[src/rtl/pong_game_sequencer_if.sv]
// Bundle between the Pong match sequencer, the frame timer/physics engine and the score display.
// The master side drives frame timing, the user controls and the engine replies. The slave side is the sequencer.
interface pong_game_sequencer_if #(
    parameter int SCORE_W = 4
);
    logic               frame_tick;
    logic               start_btn;
    logic               pause;
    logic               step_ack;
    logic               miss_l;
    logic               miss_r;
    logic               step_req;
    logic               ball_load;
    logic               serve_dir;
    logic [SCORE_W-1:0] score_l;
    logic [SCORE_W-1:0] score_r;
    logic [2:0]         state;
    logic               winner;
    logic               frame_overrun;

    modport master (
        output frame_tick, start_btn, pause, step_ack, miss_l, miss_r,
        input  step_req, ball_load, serve_dir, score_l, score_r, state, winner, frame_overrun
    );

    modport slave (
        input  frame_tick, start_btn, pause, step_ack, miss_l, miss_r,
        output step_req, ball_load, serve_dir, score_l, score_r, state, winner, frame_overrun
    );
endinterface

[src/rtl/pong_game_sequencer.sv]
// Pong match controller: issues one physics step per frame over a req/ack handshake and runs serve/point/game-over flow.
// All outputs are registered. step_req is held until the engine acks, and late ticks only set the sticky overrun flag.
module pong_game_sequencer #(
    parameter int WIN_SCORE    = 7,
    parameter int SCORE_W      = 4,
    parameter int SERVE_FRAMES = 60,
    parameter int POINT_FRAMES = 30,
    parameter int CNT_W        = 8
) (
    input logic                    clk,
    input logic                    rst_n,
    pong_game_sequencer_if.slave   bus
);
    typedef enum logic [2:0] {
        S_IDLE  = 3'd0,
        S_SERVE = 3'd1,
        S_PLAY  = 3'd2,
        S_STEP  = 3'd3,
        S_POINT = 3'd4,
        S_OVER  = 3'd5
    } state_e;

    localparam logic [SCORE_W-1:0] WIN_S      = SCORE_W'(WIN_SCORE);
    localparam logic [CNT_W-1:0]   SERVE_LAST = CNT_W'(SERVE_FRAMES - 1);
    localparam logic [CNT_W-1:0]   POINT_LAST = CNT_W'(POINT_FRAMES - 1);

    state_e             state_q, state_d;
    logic [CNT_W-1:0]   cnt_q, cnt_d;
    logic [SCORE_W-1:0] score_l_q, score_l_d;
    logic [SCORE_W-1:0] score_r_q, score_r_d;
    logic               serve_dir_q, serve_dir_d;
    logic               winner_q, winner_d;
    logic               overrun_q, overrun_d;
    logic               step_req_q, step_req_d;
    logic               ball_load_q, ball_load_d;
    logic               start_prev_q;
    logic               start_edge;

    assign start_edge = bus.start_btn & ~start_prev_q;

    always_ff @(posedge clk) begin
        if (!rst_n) begin
            state_q      <= S_IDLE;
            cnt_q        <= '0;
            score_l_q    <= '0;
            score_r_q    <= '0;
            serve_dir_q  <= 1'b1;
            winner_q     <= 1'b0;
            overrun_q    <= 1'b0;
            step_req_q   <= 1'b0;
            ball_load_q  <= 1'b0;
            start_prev_q <= 1'b0;
        end else begin
            state_q      <= state_d;
            cnt_q        <= cnt_d;
            score_l_q    <= score_l_d;
            score_r_q    <= score_r_d;
            serve_dir_q  <= serve_dir_d;
            winner_q     <= winner_d;
            overrun_q    <= overrun_d;
            step_req_q   <= step_req_d;
            ball_load_q  <= ball_load_d;
            start_prev_q <= bus.start_btn;
        end
    end

    always_comb begin
        state_d     = state_q;
        cnt_d       = cnt_q;
        score_l_d   = score_l_q;
        score_r_d   = score_r_q;
        serve_dir_d = serve_dir_q;
        winner_d    = winner_q;
        overrun_d   = overrun_q;
        step_req_d  = step_req_q;
        ball_load_d = 1'b0;

        unique case (state_q)
            S_IDLE, S_OVER: begin
                if (start_edge) begin
                    score_l_d   = '0;
                    score_r_d   = '0;
                    overrun_d   = 1'b0;
                    serve_dir_d = 1'b1;
                    ball_load_d = 1'b1;
                    cnt_d       = '0;
                    state_d     = S_SERVE;
                end
            end
            S_SERVE: begin
                if (bus.frame_tick) begin
                    cnt_d = cnt_q + 1'b1;
                    if (cnt_q == SERVE_LAST) begin
                        state_d = S_PLAY;
                    end
                end
            end
            S_PLAY: begin
                if (bus.frame_tick && !bus.pause) begin
                    step_req_d = 1'b1;
                    state_d    = S_STEP;
                end
            end
            S_STEP: begin
                if (bus.frame_tick) begin
                    overrun_d = 1'b1;
                end
                if (bus.step_ack) begin
                    step_req_d = 1'b0;
                    cnt_d      = '0;
                    // A double miss replays the serve with no score change
                    if (bus.miss_l && bus.miss_r) begin
                        state_d = S_POINT;
                    end else if (bus.miss_l) begin
                        score_r_d   = (score_r_q == WIN_S) ? score_r_q : score_r_q + 1'b1;
                        serve_dir_d = 1'b0;
                        state_d     = S_POINT;
                    end else if (bus.miss_r) begin
                        score_l_d   = (score_l_q == WIN_S) ? score_l_q : score_l_q + 1'b1;
                        serve_dir_d = 1'b1;
                        state_d     = S_POINT;
                    end else begin
                        state_d = S_PLAY;
                    end
                end
            end
            S_POINT: begin
                if (bus.frame_tick) begin
                    cnt_d = cnt_q + 1'b1;
                    if (cnt_q == POINT_LAST) begin
                        cnt_d = '0;
                        if (score_l_q == WIN_S || score_r_q == WIN_S) begin
                            winner_d = (score_r_q == WIN_S);
                            state_d  = S_OVER;
                        end else begin
                            ball_load_d = 1'b1;
                            state_d     = S_SERVE;
                        end
                    end
                end
            end
            default: state_d = S_IDLE;
        endcase
    end

    assign bus.step_req      = step_req_q;
    assign bus.ball_load     = ball_load_q;
    assign bus.serve_dir     = serve_dir_q;
    assign bus.score_l       = score_l_q;
    assign bus.score_r       = score_r_q;
    assign bus.state         = state_q;
    assign bus.winner        = winner_q;
    assign bus.frame_overrun = overrun_q;
endmodule

[src/flat_wrapper.sv]
// flat-port wrapper written by rule: the top's interface ports become plain ports
module pong_game_sequencer_flat 
#(
    parameter int WIN_SCORE    = 7,
    parameter int SCORE_W      = 4,
    parameter int SERVE_FRAMES = 60,
    parameter int POINT_FRAMES = 30,
    parameter int CNT_W        = 8
)
  (clk, rst_n, bus_frame_tick, bus_start_btn, bus_pause, bus_step_ack, bus_miss_l, bus_miss_r, bus_step_req, bus_ball_load, bus_serve_dir, bus_score_l, bus_score_r, bus_state, bus_winner, bus_frame_overrun);
  pong_game_sequencer_if #(.SCORE_W(SCORE_W)) bus_i ();
  input logic clk;
  input logic rst_n;
  input wire logic [$bits(bus_i.frame_tick)-1:0] bus_frame_tick;
  input wire logic [$bits(bus_i.start_btn)-1:0] bus_start_btn;
  input wire logic [$bits(bus_i.pause)-1:0] bus_pause;
  input wire logic [$bits(bus_i.step_ack)-1:0] bus_step_ack;
  input wire logic [$bits(bus_i.miss_l)-1:0] bus_miss_l;
  input wire logic [$bits(bus_i.miss_r)-1:0] bus_miss_r;
  output wire logic [$bits(bus_i.step_req)-1:0] bus_step_req;
  output wire logic [$bits(bus_i.ball_load)-1:0] bus_ball_load;
  output wire logic [$bits(bus_i.serve_dir)-1:0] bus_serve_dir;
  output wire logic [$bits(bus_i.score_l)-1:0] bus_score_l;
  output wire logic [$bits(bus_i.score_r)-1:0] bus_score_r;
  output wire logic [$bits(bus_i.state)-1:0] bus_state;
  output wire logic [$bits(bus_i.winner)-1:0] bus_winner;
  output wire logic [$bits(bus_i.frame_overrun)-1:0] bus_frame_overrun;
  assign bus_i.frame_tick = bus_frame_tick;
  assign bus_i.start_btn = bus_start_btn;
  assign bus_i.pause = bus_pause;
  assign bus_i.step_ack = bus_step_ack;
  assign bus_i.miss_l = bus_miss_l;
  assign bus_i.miss_r = bus_miss_r;
  assign bus_step_req = bus_i.step_req;
  assign bus_ball_load = bus_i.ball_load;
  assign bus_serve_dir = bus_i.serve_dir;
  assign bus_score_l = bus_i.score_l;
  assign bus_score_r = bus_i.score_r;
  assign bus_state = bus_i.state;
  assign bus_winner = bus_i.winner;
  assign bus_frame_overrun = bus_i.frame_overrun;
  pong_game_sequencer #(.WIN_SCORE(WIN_SCORE), .SCORE_W(SCORE_W), .SERVE_FRAMES(SERVE_FRAMES), .POINT_FRAMES(POINT_FRAMES), .CNT_W(CNT_W)) u_core (.clk(clk), .rst_n(rst_n), .bus(bus_i));
endmodule
[config.mk]
export PLATFORM = sky130hd
export DESIGN_NAME = pong_game_sequencer_flat
export DESIGN_NICKNAME = d
export VERILOG_FILES = /design/src/rtl/pong_game_sequencer_if.sv /design/src/rtl/pong_game_sequencer.sv /design/src/flat_wrapper.sv
export SDC_FILE = /design/constraint.sdc
export NUM_CORES = 1
export LEC_CHECK = 0
export CAP_MARGIN = 10
export CORE_MARGIN = 2
export CORE_UTILIZATION = 53
export CTS_BUF_LIST = sky130_fd_sc_hd__clkbuf_8 sky130_fd_sc_hd__clkbuf_16
export CTS_CLUSTER_SIZE = 28
export DETAILED_ROUTE_END_ITERATION = 16
export GPL_TIMING_DRIVEN = 0
export PLACE_DENSITY = 0.89
export SYNTH_ARGS = -nofsm -noshare
export SYNTH_HDL_FRONTEND = slang
export SYNTH_SLANG_ARGS = --single-unit
[constraint.sdc]
create_clock -name clk -period 1.8 [get_ports clk]
set_input_delay 0.36 -clock clk [delete_from_list [all_inputs] [get_ports clk]]
set_output_delay 0.36 -clock clk [all_outputs]
set_load 0.03 [all_outputs]
* After elaboration in Yosys (flattened, before gate mapping)
Cells that the tools add are included.
** Operators by class
- $add $sub $neg :: 3
- Multipliers :: 0
- Divide/modulo/power cells :: 0
- Magnitude comparators :: 0
- Eq/ne operators :: 24
- Shift operators :: 0
- Mux-type cells :: 47
- Bitwise logic cells :: 2
- Reduce and logical (&&, ||, !) cells :: 17
** Operator list (count)
- $mux W4 :: 10
- $mux W8 :: 5
- $mux W3 :: 11
- $pmux W8 S4 :: 1
- $ne A2 B2 Y1 const B :: 10
- $pmux W4 S2 :: 2
- $pmux W3 S5 :: 1
- $reduce_and A7 Y1 :: 2
- $mux W1 :: 13
- $reduce_and A5 Y1 :: 2
- $add A4 B1 Y4 const B :: 2
- $add A8 B1 Y8 const B :: 1
- $eq A4 B3 Y1 const B :: 2
- $eq A8 B5 Y1 const B :: 1
- $eq A8 B6 Y1 const B :: 1
- $ne A2 B1 Y1 const B :: 4
- $pmux W1 S2 :: 4
- $eq A3 B2 Y1 const B :: 2
- $eq A3 B3 Y1 const B :: 2
- $reduce_and A3 Y1 :: 2
- $reduce_and A6 Y1 :: 1
- $reduce_and A4 Y1 :: 1
- $reduce_bool A2 Y1 :: 2
- $reduce_bool A4 Y1 :: 1
- 9 further kinds :: 10
** Word-level totals
- Bits in registers :: 25
- Latch bits :: 0
- Bits in writable memories :: 0
- Bits in read-only memories :: 0
- Input port bits :: 8
- Output and inout port bits :: 16
- Logic and storage cells :: 103
- Memories :: 0

* Logic depth before layout (Yosys ltp)
Gate-level depths: netlist (run 1).
- Word-level depth :: 7
- Mapped depth :: 7
- Mapped depth without buffers :: 7

* Least setup slack after synthesis (run 1)
OpenSTA, ideal clock, no wires.
- Path kind :: register to register
- Start :: reg u_core.state_q[0], in the netlist u_core.bus.state[0]
- End :: reg u_core.score_r_q[3], in the netlist u_core.bus.score_r[3]
- Setup time :: 70 ps
- Arrival time :: 1859 ps
- Data required time :: 1730 ps
- Path slack :: -129 ps
- Stages on the path, launching flop included :: 7
- Path buffers :: 1
- Clock period less this slack :: 1929 ps
- Path through :: dfxtp_1 > buf_6 > nand2_1 > a21o_1 > a221o_1 > or4_1 > a21oi_1
** Between the ends
- Longest elaborated chain between the ends :: 4
- Elaborated cells between the ends (all ways) :: 12
- Those cells by class :: eq/ne: 7; mux: 1; reduce/logical: 4
** RTL lines
- from (decl) :: RTL line pong_game_sequencer.sv:27 : state_e state_q, state_d;
- from (signal assigned) :: RTL line pong_game_sequencer.sv:54 : state_q <= state_d;
- $eq A3 B3 Y1 or $logic_not A3 Y1 (tied branches) :: RTL line pong_game_sequencer.sv:78 : unique case (state_q)
- $reduce_or A2 Y1 :: RTL line pong_game_sequencer.sv:78
- $ne A2 B1 Y1 (no source line) or $reduce_bool A2 Y1 (tied branches)
- $reduce_and A6 Y1 (no source line)
- to (signal assigned) :: RTL line pong_game_sequencer.sv:57 : score_r_q <= score_r_d;
- to (decl) :: RTL line pong_game_sequencer.sv:30 : logic [SCORE_W-1:0] score_r_q, score_r_d;
Several ways; a longest one is shown, not always the timed one.
A chain may end at the register's enable or synchronous reset.

* Worst setup path after layout (run 1)
- Start :: in bus_step_ack
- End :: reg u_core.score_r_q[0], in the netlist u_core.bus.score_r[0]
** Between the ends
- Longest elaborated chain between the ends :: 2
** RTL lines
- from (decl) :: RTL line flat_wrapper.sv:17 : input wire logic [$bits(bus_i.step_ack)-1:0] bus_step_ack;
- $ne A2 B2 Y1 (no source line)
- $reduce_and A6 Y1 (no source line)
Every way passes these cells.

==> results of run 1 <==
==> synthesized netlist by cell type, drive strengths merged, types with 3 or more instances <==
| master | number |
|---|---|
| or4 | 4 |
| buf | 6 |
| a21oi | 21 |
| or3 | 6 |
| nand3 | 7 |
| ha | 4 |
| or2 | 3 |
| xor2 | 3 |
| o22ai | 4 |
| o21ai | 9 |
| nor2b | 4 |
| or3b | 3 |
| nand2b | 6 |
| o31ai | 3 |
| and2 | 3 |
| nand3b | 4 |
| o32ai | 3 |
| inv | 8 |
| nor2 | 10 |
| nand2 | 22 |
| dfxtp | 25 |
==> area by class of cell <==
class                   instances  share of cell area, %
clock inverters                 1                  0.246
multi-input cells             144                   50.5
flip-flops and latches         25                   25.4
clock buffers                   3                   2.03
plain buffers                   7                   2.77
inverters                       8                   1.48
well taps                      31                   1.91
repair buffers                 35                   15.7
==> routing by layer <==
metal / routed length [um] / part of all wire, %
met1: 1830 / 45
met2: 1980 / 49
met3: 206 / 5.1
met4: 40 / 0.99
met5: 0 / 0
==> critical path: cells and delay by family <==
family,cells,cell delay (ns)
compound gates,3,0.40
simple gates,1,0.50
buf+inv,2,0.73
==> power by group through the flow <==
| stage | combinational [mW] | clock [mW] | sequential, mW |
|---|---|---|---|
| after global placement | 1.14 | 0 | 0.675 |
| after detailed placement | 1.16 | 0 | 0.678 |
| after global routing | 1.69 | 0.363 | 0.705 |
| after CTS | 1.20 | 0.343 | 0.687 |
| final | 1.56 | 0.334 | 0.697 |
| after floorplan | 0.800 | 0 | 0.748 |
==> what timing repair did <==
| action | in CTS | in global routing |
|---|---|---|
| pin swaps | 3 | 14 |
| setup buffers | 2 | 10 |
| endpoints found under the setup margin | 8 | 12 |
| gates resized for setup | 7 | 36 |
==> flip-flops by register name (all words and copies together) (netlist names) <==
register / count
u_core.cnt_q: 8
u_core.bus.ball_load: 1
u_core.bus.score_l: 4
u_core.bus.state: 3
u_core.bus.winner: 1
u_core.start_prev_q: 1
u_core.bus.score_r: 4
u_core.bus.serve_dir: 1
u_core.bus.step_req: 1
u_core.bus.frame_overrun: 1
==> through the flow <==
step / instance area (sq um) / hold slack, ns / setup WS [ns]
after floorplan: 1490 / 0.461 / 0.0393
after global placement: 1760 / 0.458 / -0.364
after detailed placement: 1760 / 0.473 / -0.365
after CTS: 1830 / 0.495 / 0.000927
after global routing: 2030 / 0.390 / -0.0411
final: 2030 / 0.356 / 0.00288
==> path summary, 6_finish.rpt <==
kind	start	end	slack, ns	cells after the start
setup reg to reg	u_core.bus.state[1]$_SDFFE_PN0P_	u_core.cnt_q[1]$_SDFFE_PN0P_	0.05	6
hold / removal	bus_start_btn	u_core.start_prev_q$_SDFF_PN0_	0.36	2
setup / recovery	bus_step_ack	u_core.bus.score_r[0]$_SDFFE_PN0P_	0.003	6
hold reg to reg	u_core.bus.winner$_SDFFE_PN0P_	u_core.bus.winner$_SDFFE_PN0P_	0.50	2
==> cells by family after synthesis <==
family          after synthesis  share of synthesized area (%)
simple gates                 82                           31.5
buf+inv                      16                           5.40
compound gates               53                           23.0
flops                        25                           33.8
mux                           1                          0.675
xor+xnor                      4                           2.36
fa+ha+maj                     4                           3.38
==> cells in the final DEF (no fill, tap or decap), types with 4 or more instances in the layout <==
cell / synthesis / routed
o21ai_0: 6 / 6
clkdlybuf4s50_1: 0 / 19
or3_1: 6 / 6
nand2_1: 22 / 22
a21oi_2: 0 / 4
buf_4: 0 / 14
o22ai_1: 4 / 4
a21oi_1: 21 / 17
nand3b_1: 4 / 4
dfxtp_1: 25 / 18
dfxtp_2: 0 / 4
nand3_1: 7 / 5
inv_1: 8 / 8
nor2_1: 10 / 9
nand2b_1: 5 / 5
==> results.ini, run 1 <==
[run_status]
outcome = finished, final reports clean

[logic_synthesis]
yosys_warnings = 0
ys_types = 45
synth.top_cell.area_share_pct = 33.8
syn_inst = 185
synth_area_sq_um = 1480
syn_avg_cell_area_sq_um = 8.01
ys_seq_area_share_pct = 33.8
ys_top_cells_by_area = dfxtp_1 34%, a21oi_1 7.1%, nand2_1 5.6%
synth.largest_area_cell = dfxtp_1
synth_edf_count = 0
synth_flop_cell = dfxtp_1
async_flop_share_pct = 0
ys_ff_latch = 25
syn_nets = 197

[flow_run]
drv_cap = 0

[clock_tree]
cts_hold_buf = 0
htree_levels = 1
clock_sinks = 25
cts.path.max_buffers = 2
cts_buffers = 3
cts_tree = built
root_buffer = clkbuf_8
clock_latency_ns = 0.27
clk_pin_slew_worst_paths_ns = 0.09

[global_route]
grt_pass1_wl_um = 6040
overflow = 0
grt.met1_usage_pct = 32.9
antenna_found_initial = 0
grt_use_met3_pct = 2.76
grt_pass1_vias = 1365
grt_util_met2_pct = 36.9
grt_usage_pct = 23.3
grt-busiest-layer = met2
grt_start_max_net_pins = 15

[route]
vias = 1563
drtAntennaViolNets = 0
drc = 0
wl_per_cell_um = 16.0
routed_wl_um = 4050
firstDrtPassIters = 4
vias_per_cell = 6.15
drtIter0Drc = 109

[floorplan]
die-width_um = 56.9
die_h_um = 56.9
start_util_pct = 54.7
std_cell_rows = 19
ios = 24
coreArea_sq_um = 2710
dieArea_sq_um = 3240

[timing]
fmax_mhz = 556
setup_viol = 0
slew_viol_final = 0
post-route-min-period_ns = 1.80
fin_crit_sh_pct = 99.8
hold_viol = 0
finClkSkew_ns = 0.00589
setup_tns_ns = 0
slew_headroom_pct = 63.0
tightest_slew_ns = 0.555

[critical_path]
crit_chain = clkdlybuf4s50_1 -> a2bb2oi_2 -> buf_4 -> o21ai_4 -> or4_1 -> a21oi_1
critPathMaxFanout = 7
cpMaxStageDelayCell = clkdlybuf4s50_1
max_stage_delay_ns = 0.58
crit_type = in -> reg
cp.required_ns = 1.99
crit_path_start_kind = input port
endpoint_kind = flop
crit_arrival_ns = 1.99

[power_and_ir_drop]
comb_power_share_pct = 60.2
sw_frac_of_total_pct = 42.1
netSwitchingPower_mw = 1.09
total_power_mw = 2.59
p_int_mw = 1.50
p_leak_nw = 0.718
p_per_area_nw_per_um2 = 1270
vdd_drop_max_v = 0.00111
power_frac_clock_pct = 12.9
p_seq_share_pct = 26.9

[cells_and_area]
final_util_pct = 75.1
nNetsFinal = 236
antenna_cells = 0
nFillCells = 187
area_growth_syn_to_layout_pct = 37.2
layout-drive-gt1-share_pct = 25.1
multi_input_area_sq_um = 1030
seqCellArea_sq_um = 517
instances_no_fill = 254

[place]
place_inst = 239
port_buffers = 23
dp_hpwl_um = 2530
gp_congestion = 0.878

[min_path]
hp-class = in -> reg

Power figures use the tool's default switching activity.
==> run 2: changes to the inputs <==
--- a/config.mk
+++ b/config.mk
@@ -7,12 +7,11 @@
 export LEC_CHECK = 0
 export CAP_MARGIN = 10
 export CORE_MARGIN = 2
-export CORE_UTILIZATION = 53
+export CORE_UTILIZATION = 24
 export CTS_BUF_LIST = sky130_fd_sc_hd__clkbuf_8 sky130_fd_sc_hd__clkbuf_16
-export CTS_CLUSTER_SIZE = 28
 export DETAILED_ROUTE_END_ITERATION = 16
 export GPL_TIMING_DRIVEN = 0
-export PLACE_DENSITY = 0.89
+export PLACE_DENSITY = 0.52
 export SYNTH_ARGS = -nofsm -noshare
 export SYNTH_HDL_FRONTEND = slang
 export SYNTH_SLANG_ARGS = --single-unit
==> run 2 against run 1 <==
  * Die area grew 110%
  * Cell count grew 20%
  * Clock-buffer cell count is the same
  * Combinational power grew 3%
  * Critical path type is now reg -> reg
  * Highest routed layer unchanged
==> results.ini, run 2 (same netlist as run 1, synthesis figures left out) <==
[power_and_ir_drop]
p_per_area_nw_per_um2 = 1250  ; was 1270 nW/um^2
p_seq_share_pct = 26.4  ; was 26.9%
power_frac_clock_pct = 13.0  ; was 12.9%
comb_power_share_pct = 60.7  ; was 60.2%
vdd_drop_max_v = 0.000526  ; was 0.00111 V
p_leak_nw = 0.773  ; was 0.718 nW
netSwitchingPower_mw = 1.12  ; was 1.09 mW
p_int_mw = 1.54  ; was 1.50 mW
sw_frac_of_total_pct = 42.2  ; was 42.1%

[timing]
slew_headroom_pct = 64.1  ; was 63.0%
rsz0062_at_grt = yes
fmax_mhz = 566  ; was 556 MHz
hold_viol = 0  ; unchanged
tightest_slew_ns = 0.538  ; was 0.555 ns
setup_viol = 0  ; unchanged
slew_viol_final = 0  ; unchanged
setup_tns_ns = 0  ; unchanged
fin_ws_ns = 0.0341  ; was 0.00288 ns
post-route-min-period_ns = 1.77  ; was 1.80 ns
fin_crit_sh_pct = 98.1  ; was 99.8%
finClkSkew_ns = 0.000769  ; was 0.00589 ns

[cells_and_area]
nNetsFinal = 243  ; was 236
antenna_cells = 0  ; unchanged
nFillCells = 631  ; was 187
area_growth_syn_to_layout_pct = 43.6  ; was 37.2%
largest_reg_flops = 8  ; unchanged
layout-drive-gt1-share_pct = 25.2  ; was 25.1%
instances_no_fill = 305  ; was 254
final_common_cell = nand2_1  ; unchanged
final_cell_mix = 21 x nand2_1, 19 x buf_4, 18 x a21oi_1, 18 x clkdlybuf4s50_1, 18 x dfxtp_1  ; was 22 x nand2_1, 19 x clkdlybuf4s50_1, 18 x dfxtp_1
top_register = u_core.cnt_q  ; unchanged

[route]
drc = 0  ; unchanged
firstDrtPassIters = 4  ; unchanged
drtIter0Drc = 70  ; was 109
vias_per_cell = 4.99  ; was 6.15
routed_wl_um = 4230  ; was 4050 um
wl_per_cell_um = 13.9  ; was 16.0 um
vias = 1522  ; was 1563
drtAntennaViolNets = 0  ; unchanged

[min_path]
holdPathStages = 2  ; unchanged
hp-class = in -> reg  ; unchanged

[critical_path]
critPathMaxFanout = 8  ; was 7
crit_path_start_kind = flop  ; was input port
reg2reg_depth = 6  ; unchanged
endpoint_kind = flop  ; unchanged
cp.required_ns = 2.01  ; was 1.99 ns
crit_type = reg -> reg  ; was in -> reg
crit_arrival_ns = 1.98  ; was 1.99 ns

[clock_tree]
cts_tree = built  ; unchanged
clock_sinks = 25  ; unchanged
htree_levels = 1  ; unchanged
clock_latency_ns = 0.27  ; about the same
cts.path.max_buffers = 2  ; unchanged
cts_buffers = 3  ; unchanged
root_buffer = clkbuf_8  ; unchanged
clk_pin_slew_worst_paths_ns = 0.09  ; about the same

[global_route]
antenna_found_initial = 0  ; unchanged
grt_usage_pct = 12.5  ; was 23.3%
grt_pass1_vias = 1362  ; was 1365
grt_start_max_net_pins = 14  ; was 15
grt_pass1_wl_um = 6560  ; was 6040 um
overflow = 0  ; unchanged

[place]
dpl_worst_slack_ns = -0.397  ; was -0.365 ns
gp_congestion = 0.810  ; was 0.878
dp_hpwl_um = 2850  ; was 2530 um
port_buffers = 23  ; unchanged
place_inst = 283  ; was 239

[floorplan]
die_h_um = 82.6  ; was 56.9 um
dieArea_sq_um = 6820  ; was 3240 sq um
coreArea_sq_um = 5960  ; was 2710 sq um
std_cell_rows = 28  ; was 19
ios = 24  ; unchanged
start_util_pct = 24.9  ; was 54.7%
die-width_um = 82.6  ; was 56.9 um

[run_status]
outcome = finished, final reports clean  ; unchanged

[flow_run]
drv_cap = 0  ; unchanged

-- run 2: worst paths after layout --
kind	slack [ns]	to	start
worst min-delay path	0.33	u_core.start_prev_q$_SDFF_PN0_	bus_start_btn
worst min register to register	0.49	u_core.bus.winner$_SDFFE_PN0P_	u_core.bus.winner$_SDFFE_PN0P_
worst max-delay path	0.03	u_core.cnt_q[1]$_SDFFE_PN0P_	u_core.bus.state[1]$_SDFFE_PN0P_
worst max register to register	0.03	u_core.cnt_q[1]$_SDFFE_PN0P_	u_core.bus.state[1]$_SDFFE_PN0P_
-- run 2: what timing repair did --
item | CTS | global route
cloned | 0 | 1
hold endpoints to repair | 0 | 0
buffers inserted | 4 | 14
gates resized for setup | 13 | 27
endpoints found under the setup margin | 9 | 14
hold buffers | 0 | 0
pin swaps | 6 | 16
-- run 2: layout make-up --
cell class,count,area (sq um),area share [%]
Inverter,8,30.0,1.41
Tap cell,75,93.8,4.41
Multi-Input combinational cell,145,1000,47.1
Clock buffer,3,41.3,1.94
Buffer,7,72.6,3.41
Clock inverter,1,3.75,0.176
Timing Repair Buffer,41,370,17.4
Sequential cell,25,514,24.1
-- run 2: routing by layer --
| layer | track usage (%) | up-vias | wire, um |
|---|---|---|---|
| met4 | 4.43 | 0 | 24 |
| met5 | 0 | - | 0 |
| li1 | - | 767 | - |
| met3 | 1.96 | 2 | 160 |
| met2 | 18.1 | 37 | 1980 |
| met1 | 18.5 | 716 | 2070 |
-- run 2: worst max-delay path, stage by stage (launching register included) --
cell and delay [ns]:
dfxtp_4 0.40, nor2b_4 0.14, o32ai_2 0.29, o211ai_1 0.20
buf_4 0.18, or3b_1 0.38, a21oi_2 0.11
-- run 2: power groups by stage --
stage	logic, mW	registers, mW	clock network (mW)
2_1_floorplan	0.800	0.748	0
3_3_place_gp	1.19	0.679	0
3_5_place_dp	1.18	0.680	0
4_1_cts	1.29	0.694	0.352
5_1_grt	1.76	0.711	0.377
6_report	1.61	0.701	0.345
-- run 2: per-stage QoR --
step                      hold WS (ns)  utilization, %  power (mW)  cell area, sq um
after floorplan                  0.461               -        1.55              1490
after global placement           0.475            30.5        1.87              1820
after detailed placement         0.477            30.5        1.86              1820
after CTS                        0.496            32.4        2.33              1930
after global routing             0.359            35.8        2.85              2130
final                            0.330            35.8        2.66              2130
==> run 3: changes to the inputs <==
--- a/config.mk
+++ b/config.mk
@@ -6,7 +6,8 @@
 export NUM_CORES = 1
 export LEC_CHECK = 0
 export CAP_MARGIN = 10
-export CORE_MARGIN = 2
+export CORE_ASPECT_RATIO = 1.5
+export CORE_MARGIN = 1.5
 export CORE_UTILIZATION = 24
 export CTS_BUF_LIST = sky130_fd_sc_hd__clkbuf_8 sky130_fd_sc_hd__clkbuf_16
 export DETAILED_ROUTE_END_ITERATION = 16
==> run 3 against run 2 <==
  * Global-route usage is 0.35 points higher
  * Cell count is 4.6% lower
  * Sequential share of layout area is 1.4 points higher
  * Setup slack gained 0.010 ns
  * Highest routed layer unchanged
  * Hold slack better by 0.0024 ns
  * Wire length up 0.87%
  * Via count down 3.6%
  * Clock skew up 0.0051 ns
  * Clock power increased by 7.0%
  * Largest power group unchanged
  * Combinational power fell by 9.9%
  * Critical path type is now reg -> out
==> results.ini, run 3 (same netlist as run 1, synthesis figures left out) <==
[timing]
tightest_slew_ns = 0.565  ; was 0.538 ns
slew_headroom_pct = 62.4  ; was 64.1%
setup_viol = 0  ; unchanged
hold_viol = 0  ; unchanged
fin_ws_ns = 0.0445  ; was 0.0341 ns
finClkSkew_ns = 0.00586  ; was 0.000769 ns
post-route-min-period_ns = 1.76  ; was 1.77 ns
setup_tns_ns = 0  ; unchanged
fmax_mhz = 570  ; was 566 MHz
fin_crit_sh_pct = 97.5  ; was 98.1%
slew_viol_final = 0  ; unchanged

[clock_tree]
clk_pin_slew_worst_paths_ns = 0.10  ; was 0.09 ns
cts_tree = built  ; unchanged
cts_hold_buf = 0  ; unchanged
htree_levels = 1  ; unchanged
root_buffer = clkbuf_8  ; unchanged
clock_latency_ns = 0.29  ; was 0.27 ns
cts_buffers = 3  ; unchanged
cts.path.max_buffers = 2  ; unchanged
clock_sinks = 25  ; unchanged

[critical_path]
crit_type = reg -> out  ; was reg -> reg
crit_family = buffers and inverters  ; was compound AO/OA/AOI/OAI gates
crit_arrival_ns = 1.40  ; was 1.98 ns
endpoint_kind = output port  ; was flop
crit_chain = clkdlybuf4s50_1  ; was nor2b_4 -> o32ai_2 -> o211ai_1 -> buf_4 -> or3b_1 -> a21oi_2
r2r_slack_ns = 0.05  ; was 0.03 ns
cp.required_ns = 1.44  ; was 2.01 ns
path_buf_inv = 1  ; unchanged
cpMaxStageDelayCell = clkdlybuf4s50_1  ; was dfxtp_4
max_stage_delay_ns = 0.69  ; was 0.40 ns
crit_path_start_kind = flop  ; unchanged
critPathMaxFanout = 9  ; was 8

[floorplan]
die_h_um = 99.3  ; was 82.6 um
start_util_pct = 25.3  ; was 24.9%
std_cell_rows = 34  ; was 28
dieArea_sq_um = 6670  ; was 6820 sq um
die-width_um = 67.2  ; was 82.6 um
coreArea_sq_um = 5870  ; was 5960 sq um
ios = 24  ; unchanged

[cells_and_area]
area_growth_syn_to_layout_pct = 36.2  ; was 43.6%
final_common_cell = nand2_1  ; unchanged
layout-drive-gt1-share_pct = 21.0  ; was 25.2%
largest_reg_flops = 8  ; unchanged
top_register = u_core.cnt_q  ; unchanged
nNetsFinal = 232  ; was 243
final_cell_mix = 22 x nand2_1, 18 x a21oi_1, 17 x dfxtp_1  ; was 21 x nand2_1, 19 x buf_4, 18 x a21oi_1, 18 x clkdlybuf4s50_1, 18 x dfxtp_1
nFillCells = 655  ; was 631
instances_no_fill = 291  ; was 305
antenna_cells = 0  ; unchanged

[power_and_ir_drop]
vdd_drop_max_v = 0.000516  ; was 0.000526 V
p_per_area_nw_per_um2 = 1250  ; about the same
p_leak_nw = 0.725  ; was 0.773 nW

[global_route]
grt_pass1_vias = 1400  ; was 1362
grt_start_max_net_pins = 16  ; was 14
antenna_found_initial = 0  ; unchanged
grt_pass1_wl_um = 6610  ; was 6560 um
grt_usage_pct = 12.8  ; was 12.5%
overflow = 0  ; unchanged

[route]
drtAntennaViolNets = 0  ; unchanged
drc = 0  ; unchanged
vias = 1467  ; was 1522
vias_per_cell = 5.04  ; was 4.99
firstDrtPassIters = 4  ; unchanged
drtIter0Drc = 46  ; was 70
routed_wl_um = 4270  ; was 4230 um
wl_per_cell_um = 14.7  ; was 13.9 um

[flow_run]
drv_cap = 0  ; unchanged

[place]
dpl_worst_slack_ns = -0.408  ; was -0.397 ns
dp_hpwl_um = 3000  ; was 2850 um
port_buffers = 23  ; unchanged
place_inst = 280  ; was 283
gp_congestion = 0.864  ; was 0.810

[min_path]
hp-class = in -> reg  ; unchanged

[run_status]
outcome = finished, final reports clean  ; unchanged

[run 3: cell count changes in the layout (fill, tap and decap cells not counted), moves of 2 or more]
cell,delta
buf_4,-10
clkdlybuf4s50_1,-2
dlygate4sd2_1,+2
o21ai_2,-2
[run 3: layout make-up]
cell class	instances	area, sq um	area share (%)
plain buffers	7	56.3	2.79
flip-flops and latches	25	515	25.5
multi-input cells	144	986	48.8
well taps	72	90.1	4.46
inverters	8	30.0	1.49
repair buffers	31	293	14.5
clock buffers	3	41.3	2.04
clock inverters	1	7.51	0.372
[run 3: final timing paths]
| check | startpoint | to | depth (start not counted) |
|---|---|---|---|
| min reg2reg | u_core.bus.winner$_SDFFE_PN0P_ | u_core.bus.winner$_SDFFE_PN0P_ | 2 |
| max reg2reg | u_core.bus.state[1]$_SDFFE_PN0P_ | u_core.bus.score_r[2]$_SDFFE_PN0P_ | 5 |
| min | bus_start_btn | u_core.start_prev_q$_SDFF_PN0_ | 2 |
| max | u_core.bus.state[0]$_SDFFE_PN0P_ | bus_state[0] | 1 |
[run 3: routing by layer]
metal	up-vias	share of wire, %	GRT usage [%]
met1	692	41	14.9
met4	0	1.4	4.40
met3	5	2.8	1.47
met2	29	54	23.5
li1	741	-	-
met5	-	0	0
[run 3: power by group]
group / internal (mW) / switching, mW / total, mW
clock network: 0.158 / 0.211 / 0.369
logic: 0.645 / 0.805 / 1.45
registers: 0.619 / 0.0765 / 0.695
[run 3: timing repair]
item | in CTS | in global routing
buffers inserted | 1 | 7
resized for setup | 15 | 21
hold endpoints to repair | 0 | 0
pin swaps | 5 | 9
gates cloned | 0 | 0
setup endpoints to repair | 13 | 13
[run 3: per-stage QoR]
step | total power, mW | util, % | instance area [sq um] | hold WS (ns)
after detailed placement | 1.87 | 30.9 | 1810 | 0.465
after global placement | 1.87 | 30.9 | 1810 | 0.463
after floorplan | 1.55 | - | 1490 | 0.461
after global routing | 2.67 | 34.4 | 2020 | 0.372
after CTS | 2.32 | 32.4 | 1900 | 0.481
final | 2.51 | 34.4 | 2020 | 0.332
==> edit: new RTL, settings of run 3 <==
`SCORE_W` is set to 4 in 3 places; all go to 3.
--- a/src/rtl/pong_game_sequencer_if.sv
+++ b/src/rtl/pong_game_sequencer_if.sv
@@ -2,5 +2,5 @@
 // The master side drives frame timing, the user controls and the engine replies. The slave side is the sequencer.
 interface pong_game_sequencer_if #(
-    parameter int SCORE_W = 4
+    parameter int SCORE_W = 3
 );
     logic               frame_tick;
--- a/src/rtl/pong_game_sequencer.sv
+++ b/src/rtl/pong_game_sequencer.sv
@@ -3,5 +3,5 @@
 module pong_game_sequencer #(
     parameter int WIN_SCORE    = 7,
-    parameter int SCORE_W      = 4,
+    parameter int SCORE_W      = 3,
     parameter int SERVE_FRAMES = 60,
     parameter int POINT_FRAMES = 30,
--- a/src/flat_wrapper.sv
+++ b/src/flat_wrapper.sv
@@ -3,5 +3,5 @@
 #(
     parameter int WIN_SCORE    = 7,
-    parameter int SCORE_W      = 4,
+    parameter int SCORE_W      = 3,
     parameter int SERVE_FRAMES = 60,
     parameter int POINT_FRAMES = 30,
Ports: changed (resized bus_score_l and bus_score_r); port bits go from 24 to 22. The function was not compared with the original's and may differ.
==> edit against run 3 <==
- worst setup slack improved by 9.9 ps
- total power decreased by 9.5%
- worst hold slack gained 86 ps
- combinational power down 10%
- synthesized area decreased by 6.4%
- sequential power down 6.3%
- cell count decreased by 10%
- via count shrank 13%
- clock skew down 4.1 ps
- clock power decreased by 11%
- sequential cell count is 2 lower
- cell area fell by 13%
- critical path depth increased by 5
- routed wire length fell by 18%
- critical path type is now in -> reg
- critical endpoint is now u_core.bus.score_r[0]
- largest cell class unchanged
==> edit: results (changes against run 3) <==
[synth]
yosys-top-cells-count = dfxtp_1 (23), nand2_1 (22), a21oi_1 (16)
yosys_warnings = 0  ; unchanged
ys_seq_area_share_pct = 33.2  ; -0.57 points
async_flop_share_pct = 0  ; unchanged
syn_nets = 178  ; -9.6%
synth_cell_types = 47  ; +4.4%
syn_area_per_cell_um2 = 8.46  ; +5.6%
synth_area_leaders = dfxtp_1 (33%), nand2_1 (6.0%), a21oi_1 (5.8%), ha_1 (5.4%), nor2_1 (3.0%)
ys.flop_type = dfxtp_1

[placement]
port_buffers = 20  ; -13%
post-place-ws_ps = -145  ; +263 ps
gp_congestion = 0.732  ; -15%
placed_cells = 254  ; -9.3%
dp_hpwl_mm = 2.62  ; -12%

[detailed_routing]
first_pass_iters = 4  ; unchanged
num_vias = 1271  ; -13%
avgRoutedWirePerCell_um = 13.3  ; -9.4%
viasPerCell = 4.85  ; -3.8%
drt_iter0_drc = 56  ; +22%

[global_routing]
antenna_found_initial = 0  ; unchanged
grt_pass1_vias = 1212  ; -13%
grt_pass1_wl_mm = 5.73  ; -13%
grt_max_degree = 13  ; -3
grtUsageTotal_pct = 11.9  ; -0.91 points

[timing]
tightestPinTransition_ps = 506  ; -58.7 ps
fin_skew_ps = 1.78  ; -4.08 ps
slew_viol_final = 0  ; unchanged
tns_ps = 0  ; unchanged

[power]
leakagePower_uw = 0.000668  ; -7.8%
power.switching_uw = 1010  ; -7.3%
ir_drop_mv = 0.395  ; -23%

[layout]
layout-drive-gt1-share_pct = 14.1  ; -6.9 points
fin_nets = 207  ; -11%
largest_register = u_core.cnt_q
antenna_cells = 0  ; unchanged
num-fill-cells = 600  ; -8.4%
largest_register_ffs = 8  ; unchanged

[critical_path]
cp_max_fo = 5  ; -4
critPathSlowestCell = clkdlybuf4s50_1
slowest_delay_ps = 610  ; -80 ps
arrival_ps = 1890  ; +490 ps
crit_family = buffers and inverters

[cts]
path_clk_slew_ps = 80  ; -20 ps
clock_latency_ps = 270  ; -20 ps
cts_max_level = 1  ; unchanged
clockRootBuffer = clkbuf_8
cts_max_path_buffers = 2  ; unchanged
cts_buffers = 3  ; unchanged

[outcome]
status = completed

[worst_hold_path]
hold_path_class = in -> reg

[edit: kinds of logic after synthesis]
group / share of synthesized area [%]
AO/OA/AOI/OAI: 23.6
adder cells (fa/ha/maj): 5.41
buffers and inverters: 4.60
flip-flops: 33.2
multiplexers: 2.89
XOR/XNOR: 1.80
AND/OR/NAND/NOR: 28.5
[edit: final cells by class]
type / count / share of cell area [%]
repair buffers: 24 / 13.0
well taps: 70 / 5.01
plain buffers: 7 / 2.36
inverters: 6 / 1.29
clock inverters: 1 / 0.215
multi-input cells: 128 / 49.4
flip-flops and latches: 23 / 26.4
clock buffers: 3 / 2.36
[edit: final timing paths]
path,start,end,slack [ps],cells after the start
setup reg to reg,u_core.bus.score_l[0],u_core.bus.score_l[2],130,5
hold / removal,rst_n,u_core.cnt_q[7],420,3
setup / recovery,bus_step_ack,u_core.bus.score_r[0],50,6
hold reg to reg,u_core.bus.score_l[1],u_core.bus.score_l[1],500,2
[edit: per-stage QoR]
step           hold slack (ps)  utilization, %  instance area, um2
2_1_floorplan              450               -                1390
5_1_grt                    418            31.6                1750
3_3_place_gp               475            30.3                1680
3_5_place_dp               485            30.3                1680
6_report                   418            31.6                1750
4_1_cts                    410            31.0                1720
[edit: what timing repair did]
| item | CTS | global route |
|---|---|---|
| setup endpoints to repair | 2 | 7 |
| gates resized for setup | 2 | 1 |
| pin swaps | 0 | 1 |
| buffers inserted | 0 | 4 |
[edit: power groups by stage]
| stage | clock network, uW | registers, uW | logic, uW |
|---|---|---|---|
| after floorplan | 0 | 728 | 868 |
| after global placement | 0 | 662 | 1260 |
| after detailed placement | 0 | 664 | 1260 |
| after CTS | 350 | 651 | 1250 |
| after global routing | 360 | 659 | 1420 |
| final | 329 | 651 | 1300 |
[edit: routing by layer]
| metal | part of all wire [%] | global-route usage [%] |
|---|---|---|
| met3 | 2.3 | 1.87 |
| met5 | 0 | 0 |
| met1 | 42 | 13.0 |
| met4 | 1.7 | 5.38 |
| met2 | 54 | 22.4 |
[edit: tightest hold or removal path: cells and delay by family]
family | cells | cell delay (ps)
buffers and inverters | 1 | 150
AO/OA/AOI/OAI | 1 | 60
AND/OR/NAND/NOR | 1 | 70
